<file path="src/rtl/bp_me_lce_tr_scheduler.sv">
// Trace-replay scheduler: feeds trace commands into one LCE, counts outstanding responses,
// and flags end-of-trace, hangs and protocol errors. BP_ME_TR_SCHED_CHECK_EN adds paddr ordering checks.
module bp_me_lce_tr_scheduler #(
    parameter int unsigned tr_ring_width_p   = 128,
    parameter int unsigned paddr_width_p     = 40,
    parameter int unsigned addr_lsb_p        = 1,
    parameter int unsigned max_outstanding_p = 4,
    parameter int unsigned timeout_cycles_p  = 1024
) (
    input  logic                                     clk_i,
    input  logic                                     reset_i,
    input  logic                                     freeze_i,
    input  logic [tr_ring_width_p-1:0]               src_pkt_i,
    input  logic                                     src_v_i,
    input  logic                                     src_last_i,
    output logic                                     src_yumi_o,
    output logic [tr_ring_width_p-1:0]               tr_pkt_o,
    output logic                                     tr_pkt_v_o,
    input  logic                                     tr_pkt_ready_i,
    input  logic [tr_ring_width_p-1:0]               tr_resp_i,
    input  logic                                     tr_resp_v_i,
    output logic                                     tr_resp_yumi_o,
    output logic [$clog2(max_outstanding_p+1)-1:0]   outstanding_o,
    output logic [31:0]                              issued_o,
    output logic                                     done_o,
    output logic                                     error_o
);

    localparam int unsigned OutW  = $clog2(max_outstanding_p + 1);
    localparam int unsigned IdleW = $clog2(timeout_cycles_p + 1);
    localparam logic [OutW-1:0]  MaxOut     = OutW'(max_outstanding_p);
    localparam logic [IdleW-1:0] TimeoutVal = IdleW'(timeout_cycles_p);

    typedef enum logic [2:0] {StIdle, StRun, StDrain, StDone, StError} state_e;

    state_e           state_q, state_d;
    logic [OutW-1:0]  outstanding_q, outstanding_d;
    logic [31:0]      issued_q, issued_d;
    logic [IdleW-1:0] idle_q, idle_d;
    logic             last_seen_q, last_seen_d;
    logic             done_q, done_d;
    logic             error_q, error_d;
    logic             active, issue, resp_hs, resp_err, check_fail;
    logic             unused_resp;

    assign active = (state_q == StRun) || (state_q == StDrain);

    always_comb begin
        tr_pkt_o   = '0;
        tr_pkt_v_o = 1'b0;
        if (state_q == StRun) begin
            tr_pkt_o   = src_pkt_i;
            tr_pkt_v_o = src_v_i & ~freeze_i & (outstanding_q < MaxOut);
        end
    end

    assign issue          = tr_pkt_v_o & tr_pkt_ready_i;
    assign src_yumi_o     = issue;
    assign resp_hs        = active & tr_resp_v_i & (outstanding_q != '0);
    assign resp_err       = active & tr_resp_v_i & (outstanding_q == '0);
    assign tr_resp_yumi_o = resp_hs;
    assign unused_resp    = ^tr_resp_i;

`ifdef BP_ME_TR_SCHED_CHECK_EN
    localparam int unsigned PtrW = $clog2(max_outstanding_p);

    logic [paddr_width_p-1:0] fifo_q [max_outstanding_p];
    logic [PtrW-1:0]          wr_ptr_q, wr_ptr_d, rd_ptr_q, rd_ptr_d;

    always_comb begin
        wr_ptr_d = wr_ptr_q + PtrW'(issue);
        rd_ptr_d = rd_ptr_q + PtrW'(resp_hs);
    end

    // A response is only accepted with outstanding>0, so the head entry is always valid here.
    assign check_fail = resp_hs
        & (tr_resp_i[addr_lsb_p +: paddr_width_p] != fifo_q[rd_ptr_q]);

    always_ff @(posedge clk_i) begin
        if (reset_i) begin
            wr_ptr_q <= '0;
            rd_ptr_q <= '0;
        end else begin
            wr_ptr_q <= wr_ptr_d;
            rd_ptr_q <= rd_ptr_d;
        end
    end

    always_ff @(posedge clk_i) begin
        if (issue) begin
            fifo_q[wr_ptr_q] <= src_pkt_i[addr_lsb_p +: paddr_width_p];
        end
    end
`else
    assign check_fail = 1'b0;
`endif

    always_comb begin
        state_d       = state_q;
        outstanding_d = outstanding_q;
        issued_d      = issued_q;
        idle_d        = idle_q;
        last_seen_d   = last_seen_q;

        if (issue && !resp_hs) begin
            outstanding_d = outstanding_q + OutW'(1);
        end else if (!issue && resp_hs) begin
            outstanding_d = outstanding_q - OutW'(1);
        end
        if (issue) begin
            issued_d = issued_q + 32'd1;
        end

        // Hang detector only runs while something is in flight and the bench is not frozen.
        if (resp_hs || (outstanding_q == '0)) begin
            idle_d = '0;
        end else if (active && !freeze_i) begin
            idle_d = idle_q + IdleW'(1);
        end

        unique case (state_q)
            StIdle:  if (!freeze_i) state_d = StRun;
            StRun: begin
                if (issue && src_last_i) begin
                    last_seen_d = 1'b1;
                    state_d     = StDrain;
                end
            end
            StDrain: if (outstanding_d == '0) state_d = StDone;
            default: ;
        endcase

        if (active && (resp_err || check_fail || (idle_d == TimeoutVal))) begin
            state_d = StError;
        end
    end

    assign done_d  = (state_d == StDone);
    assign error_d = (state_d == StError);

    always_ff @(posedge clk_i) begin
        if (reset_i) begin
            state_q       <= StIdle;
            outstanding_q <= '0;
            issued_q      <= '0;
            idle_q        <= '0;
            last_seen_q   <= 1'b0;
            done_q        <= 1'b0;
            error_q       <= 1'b0;
        end else begin
            state_q       <= state_d;
            outstanding_q <= outstanding_d;
            issued_q      <= issued_d;
            idle_q        <= idle_d;
            last_seen_q   <= last_seen_d;
            done_q        <= done_d;
            error_q       <= error_d;
        end
    end

    assign outstanding_o = outstanding_q;
    assign issued_o      = issued_q;
    assign done_o        = done_q;
    assign error_o       = error_q;

endmodule

</file>
<file path="config.mk">
export PLATFORM = sky130hd
export DESIGN_NAME = bp_me_lce_tr_scheduler
export DESIGN_NICKNAME = d
export VERILOG_FILES = /design/src/rtl/bp_me_lce_tr_scheduler.sv
export SDC_FILE = /design/constraint.sdc
export NUM_CORES = 1
export LEC_CHECK = 0
export CAP_MARGIN = 10
export CORE_AREA = 4 4 167 169
export DETAILED_ROUTE_END_ITERATION = 10
export DIE_AREA = 0 0 171 173
export HOLD_SLACK_MARGIN = 0.06
export PLACE_DENSITY = 0.54
export SYNTH_ARGS = -nofsm -noshare
export SYNTH_HDL_FRONTEND = slang
export SYNTH_SLANG_ARGS = --single-unit
</file>
<file path="constraint.sdc">
create_clock -name clk_i -period 2.5 [get_ports clk_i]
set_clock_uncertainty 0.2 [all_clocks]
set_input_delay 0.5 -clock clk_i [delete_from_list [all_inputs] [get_ports clk_i]]
set_output_delay 0.5 -clock clk_i [all_outputs]
set_load 0.01 [all_outputs]
</file>
==> report_table.html <==
<table>
<tr><th>Metric</th><th>Value</th></tr>
<tr><th colspan="2">Synth</th></tr>
<tr><td>Seq/Total Area, Yosys</td><td>between 20% and 30%</td></tr>
<tr><td>Parity-gate share of the synthesized area counting xor and xnor cells</td><td>9.55%</td></tr>
<tr><td>Unique masters post-synth</td><td>48</td></tr>
<tr><td>Share of async-settable or async-resettable flops after synthesis</td><td>0%</td></tr>
<tr><td>Main combinational cell family by area after synthesis</td><td>simple AND/OR/NAND/NOR gates</td></tr>
<tr><td>Syn avg cell area</td><td>~7.8 um^2</td></tr>
<tr><td>Fraction of synthesized area in multiplexers</td><td>2.05%</td></tr>
<tr><td>Share of the synthesized area in compound gates (AO/OA/AOI/OAI)</td><td>6.21%</td></tr>
<tr><td>Dominant synthesized flop cell</td><td>sky130_fd_sc_hd__dfxtp_1</td></tr>
<tr><td>Syn Nets</td><td>713</td></tr>
<tr><td>Combined area of all synthesized cells</td><td>0.00349 mm^2</td></tr>
<tr><td>Flip-flop and latch count after synthesis</td><td>51</td></tr>
<tr><td>Post-synthesis simple-gate area fraction</td><td>46.2%</td></tr>
<tr><td>EDFF count, synth</td><td>0</td></tr>
<tr><td>Cells after synthesis</td><td>445</td></tr>
<tr><td>Number of warning messages in the yosys log</td><td>0</td></tr>
<tr><td>Adder-cell share of the synthesized area</td><td>1.79%</td></tr>
<tr><th colspan="2">Detailed routing</th></tr>
<tr><td>Count of vias placed by the detailed router</td><td>4,417</td></tr>
<tr><td>Mean number of vias per cell</td><td>3.84</td></tr>
<tr><td>Post-detailed-routing wire length</td><td>21.2 mm</td></tr>
<tr><td>Mean routed wirelength per cell</td><td>roughly 18 um</td></tr>
<tr><td>Drc violations</td><td>0</td></tr>
<tr><td>Uppermost signal routing layer after detailed routing</td><td>met5</td></tr>
<tr><td>First-pass iteration count of the detailed router</td><td>4</td></tr>
<tr><td>Detailed-routed wire length on met3</td><td>2.14 mm</td></tr>
<tr><td>Iter 0 DRT Violations</td><td>164</td></tr>
<tr><td>Number of nets still failing antenna checks after routing</td><td>0</td></tr>
<tr><td>Amount of wire on met2 after detailed routing</td><td>10.9 mm</td></tr>
<tr><td>Wire length the detailed router placed on met1</td><td>7.77 mm</td></tr>
<tr><th colspan="2">Clocking</th></tr>
<tr><td>TritonCTS Sinks</td><td>51</td></tr>
<tr><td>Clock H-tree levels</td><td>2</td></tr>
<tr><td>Cell at the root of the clock tree</td><td>sky130_fd_sc_hd__clkbuf_16</td></tr>
<tr><td>Insertion delay to the later sink of the worst-skew pair</td><td>between 0.2 and 0.3 ns</td></tr>
<tr><td>Hold-fix buffer count after cts</td><td>0</td></tr>
<tr><td>Register clock-pin slew on the reported worst setup and hold paths</td><td>approximately 0.070 ns</td></tr>
<tr><td>Number of buffers on the longest clock path</td><td>2</td></tr>
<tr><td>CTS tree</td><td>done</td></tr>
<tr><td>TritonCTS Buffers</td><td>5</td></tr>
<tr><th colspan="2">Die</th></tr>
<tr><td>Starting Density</td><td>roughly an eighth</td></tr>
<tr><td>Die Span Y</td><td>between 150 and 200 um</td></tr>
<tr><td>Standard-cell rows</td><td>60</td></tr>
<tr><td>Overall die width</td><td>171 um</td></tr>
<tr><td>Die outline area</td><td>0.0296 mm^2</td></tr>
<tr><td>Core area</td><td>0.0266 mm^2</td></tr>
<tr><td>I/O pins</td><td>431</td></tr>
<tr><th colspan="2">Min path</th></tr>
<tr><td>Origin of the worst min-delay path</td><td>issued_o[17]$_SDFFE_PP0P_</td></tr>
<tr><td>Hold Crit Class</td><td>reg2reg</td></tr>
<tr><th colspan="2">GRT</th></tr>
<tr><td>Global-route wire length before repair</td><td>29.7 mm</td></tr>
<tr><td>Leftover overflow at the end of global routing</td><td>0</td></tr>
<tr><td>Total routing resource utilization after global routing</td><td>13.6%</td></tr>
<tr><td>Vias in the first global route</td><td>4,326</td></tr>
<tr><td>Pin count of the biggest net entering global routing</td><td>45</td></tr>
<tr><td>Number of antenna violations at the first check in global routing</td><td>5</td></tr>
<tr><th colspan="2">STA</th></tr>
<tr><td>Period utilization</td><td>98.4%</td></tr>
<tr><td>Max-slew violation count</td><td>0</td></tr>
<tr><td>Total count of hold-check failures in the final report</td><td>0</td></tr>
<tr><td>Setup repair after global routing missed its margin</td><td>yes</td></tr>
<tr><td>Headroom to the max-slew limit</td><td>75.3%</td></tr>
<tr><td>Top achievable clock speed</td><td>0.407 GHz</td></tr>
<tr><td>Clock period minus worst slack</td><td>2.46 ns</td></tr>
<tr><td>Number of failing setup endpoints in the final timing report</td><td>0</td></tr>
<tr><td>Measured slew at the worst slew-check pin</td><td>0.370 ns</td></tr>
<tr><td>Setup TNS after final layout</td><td>0 ns</td></tr>
<tr><th colspan="2">Setup path</th></tr>
<tr><td>End of the worst register-to-register path</td><td>state_q[1]$_SDFF_PP0_</td></tr>
<tr><td>Gate family responsible for the most delay along the worst path</td><td>simple AND/OR/NAND/NOR gates</td></tr>
<tr><td>Critical-path cell list</td><td>buf_8 -&gt; xnor2_4 -&gt; buf_6 -&gt; nor4_4 -&gt; xnor2_1 -&gt; nand2b_1 -&gt; or4b_4 -&gt; nand2_4 -&gt; nor3_1</td></tr>
<tr><td>Slowest-stage cell, CP</td><td>sky130_fd_sc_hd__or4b_4</td></tr>
<tr><td>Worst R2R Setup Slack</td><td>0.04 ns</td></tr>
<tr><td>Register-to-Register Path Depth</td><td>9</td></tr>
<tr><td>Launch point of the critical path</td><td>state_q[0]$_SDFF_PP0_</td></tr>
<tr><td>Stages on the worst setup path</td><td>9</td></tr>
<tr><td>Arrival time at the worst endpoint</td><td>approximately 2.4 ns</td></tr>
<tr><td>Worst path required time</td><td>around 2.5 ns</td></tr>
<tr><td>Setup crit end kind</td><td>flip-flop</td></tr>
<tr><td>Worst R2R Start</td><td>state_q[0]$_SDFF_PP0_</td></tr>
<tr><td>Destination of the critical timing path</td><td>state_q[1]$_SDFF_PP0_</td></tr>
<tr><td>Buffers plus inverters on the worst setup path</td><td>2</td></tr>
<tr><td>Max FO, Critical Path</td><td>5</td></tr>
<tr><td>Kind of start point of the critical path</td><td>flip-flop</td></tr>
<tr><td>Critical path class</td><td>reg2reg</td></tr>
<tr><td>Slowest stage delay, CP</td><td>roughly 0.6 ns</td></tr>
<tr><th colspan="2">Cells and area</th></tr>
<tr><td>Fraction of layout instances using a drive strength above 1</td><td>19.8%</td></tr>
<tr><td>Number of filler instances in the final layout</td><td>2,902</td></tr>
<tr><td>Final core utilization</td><td>29.0%</td></tr>
<tr><td>Combined area of the multi-input logic cells</td><td>0.00244 mm^2</td></tr>
<tr><td>Fin area</td><td>around 0.0077 mm^2</td></tr>
<tr><td>Final nets</td><td>around 1,100</td></tr>
<tr><td>Register area</td><td>0.00103 mm^2</td></tr>
<tr><td>Synth-to-layout area growth</td><td>121%</td></tr>
<tr><th colspan="2">Pwr</th></tr>
<tr><td>Power density over the cells</td><td>408 mW/mm^2</td></tr>
<tr><td>Static leakage</td><td>3.26 nW</td></tr>
<tr><td>Maximum resistive drop on vdd</td><td>0.000256 V</td></tr>
<tr><td>Post-layout total power</td><td>3.14 mW</td></tr>
<tr><th colspan="2">Flow run</th></tr>
<tr><td>Number of max-cap violations</td><td>0</td></tr>
<tr><th colspan="2">Place</th></tr>
<tr><td>Cell area after placement</td><td>0.00735 mm^2</td></tr>
<tr><td>Number of port buffers</td><td>a little over 300</td></tr>
<tr><td>Last weighted congestion value of the routability-driven placer</td><td>0.794</td></tr>
<tr><td>HPWL after detailed placement</td><td>18.3 mm</td></tr>
<tr><th colspan="2">Outcome</th></tr>
<tr><td>Run status</td><td>finished clean</td></tr>
</table>
[layout make-up]
type                            instances  area share, %
Timing Repair Buffer                  384           46.9
Multi-Input combinational cell        356           31.7
Antenna cell                            1         0.0325
Tap cell                              341           5.54
Clock buffer                            6           1.80
Sequential cell                        51           13.4
Clock inverter                          2          0.211
Inverter                                8          0.390
[layer usage]
metal	GRT usage [%]	vias up
li1	-	2196
met1	14.5	1999
met2	24.9	194
met3	5.62	20
met4	2.74	8
met5	0	-
[through the flow]
stage | worst slack, ns | hold WS (ns) | cells
after floorplan | 0.000689 | 0.274 | 445
after global placement | -0.588 | 0.283 | 1122
after detailed placement | -0.667 | 0.298 | 1122
after CTS | -0.0152 | 0.308 | 1138
after global routing | -0.0570 | 0.332 | 1148
final | 0.0409 | 0.305 | 1149
[synth_stat cells (2+ instances only)]
library cell               count  area (um^2)
sky130_fd_sc_hd__and2_1      130          813
sky130_fd_sc_hd__dfxtp_1      51         1020
sky130_fd_sc_hd__nor2_1       47          176
sky130_fd_sc_hd__xor2_1       27          236
sky130_fd_sc_hd__clkbuf_1     22         82.6
sky130_fd_sc_hd__nand2_1      20         75.1
sky130_fd_sc_hd__nand3_1      19         95.1
sky130_fd_sc_hd__a21oi_1      11         55.1
sky130_fd_sc_hd__a211oi_1      8         60.1
sky130_fd_sc_hd__inv_1         8         30.0
sky130_fd_sc_hd__nand4_1       8         50.1
sky130_fd_sc_hd__nor3_1        8         40.0
sky130_fd_sc_hd__and3_1        7         43.8
sky130_fd_sc_hd__mux2i_1       6         60.1
sky130_fd_sc_hd__xnor2_1       6         52.6
sky130_fd_sc_hd__and4_1        5         43.8
sky130_fd_sc_hd__buf_2         5         25.0
sky130_fd_sc_hd__ha_1          5         62.6
sky130_fd_sc_hd__o21ai_0       5         25.0
sky130_fd_sc_hd__or3_1         5         31.3
sky130_fd_sc_hd__nor3b_1       4         30.0
sky130_fd_sc_hd__buf_6         3         33.8
sky130_fd_sc_hd__nand2b_1      3         18.8
sky130_fd_sc_hd__nor2b_1       3         18.8
sky130_fd_sc_hd__nor4_1        3         18.8
sky130_fd_sc_hd__a31oi_1       2         12.5
sky130_fd_sc_hd__nand2_2       2         12.5
sky130_fd_sc_hd__nor4b_2       2         30.0
[how the worst min path moves through the flow]
stage	to	slack [ns]	cells past startpoint
final	issued_o[17]$_SDFFE_PP0P_	0.30	2
after detailed placement	issued_o[17]$_SDFFE_PP0P_	0.30	2
after floorplan	idle_q[10]$_SDFF_PP0_	0.27	2
after global routing	issued_o[15]$_SDFFE_PP0P_	0.33	2
after global placement	issued_o[15]$_SDFFE_PP0P_	0.28	2
after CTS	issued_o[17]$_SDFFE_PP0P_	0.31	2
[worst min-delay path, cell delays in order (launching register included)]
cell	delay (ns)
sky130_fd_sc_hd__dfxtp_1	0.33
sky130_fd_sc_hd__o21ai_0	0.07
sky130_fd_sc_hd__a21oi_1	0.06
[kinds of logic (layout without fill, tap and decap cells)]
family	Yosys count	after routing
AND/OR/NAND/NOR	276	276
flip-flops	51	51
buffers and inverters	38	400
XOR/XNOR	35	35
AO/OA/AOI/OAI	33	33
multiplexers	7	7
adder cells (fa/ha/maj)	5	5
other	0	1
[registers in the layout (all words and copies together), names as in the netlist]
| name | cells |
|---|---|
| done_o | 1 |
| error_o | 1 |
| outstanding_o | 3 |
| idle_q | 11 |
| state_q | 3 |
| issued_o | 32 |
[layout by cell type, fill, tap and decap left out, drive strengths merged, types with 6 or more instances in the layout]
master,n
and2,131
or3,6
xnor2,7
a21oi,11
nor2,47
nand4,8
and3,7
dlygate4sd2,49
clkdlybuf4s15,49
nand2,22
a211oi,8
nand3,20
dfxtp,51
clkdlybuf4s50,168
nor3,9
buf,90
inv,8
clkbuf,32
xor2,28
o21ai,6
mux2i,6
[where the power goes]
part | total [mW] | switching [mW] | internal, mW
logic | 1.56 | 0.722 | 0.840
clock network | 0.734 | 0.333 | 0.401
registers | 0.848 | 0.0176 | 0.830
[timing repair]
item / in CTS / in global routing
buffers inserted: 6 / 10
endpoints found under the setup margin: 149 / 98
gates resized for setup: 197 / 94
pin swaps: 4 / 15
cloned: 2 / 0
(Power assumes the default switching activity.)
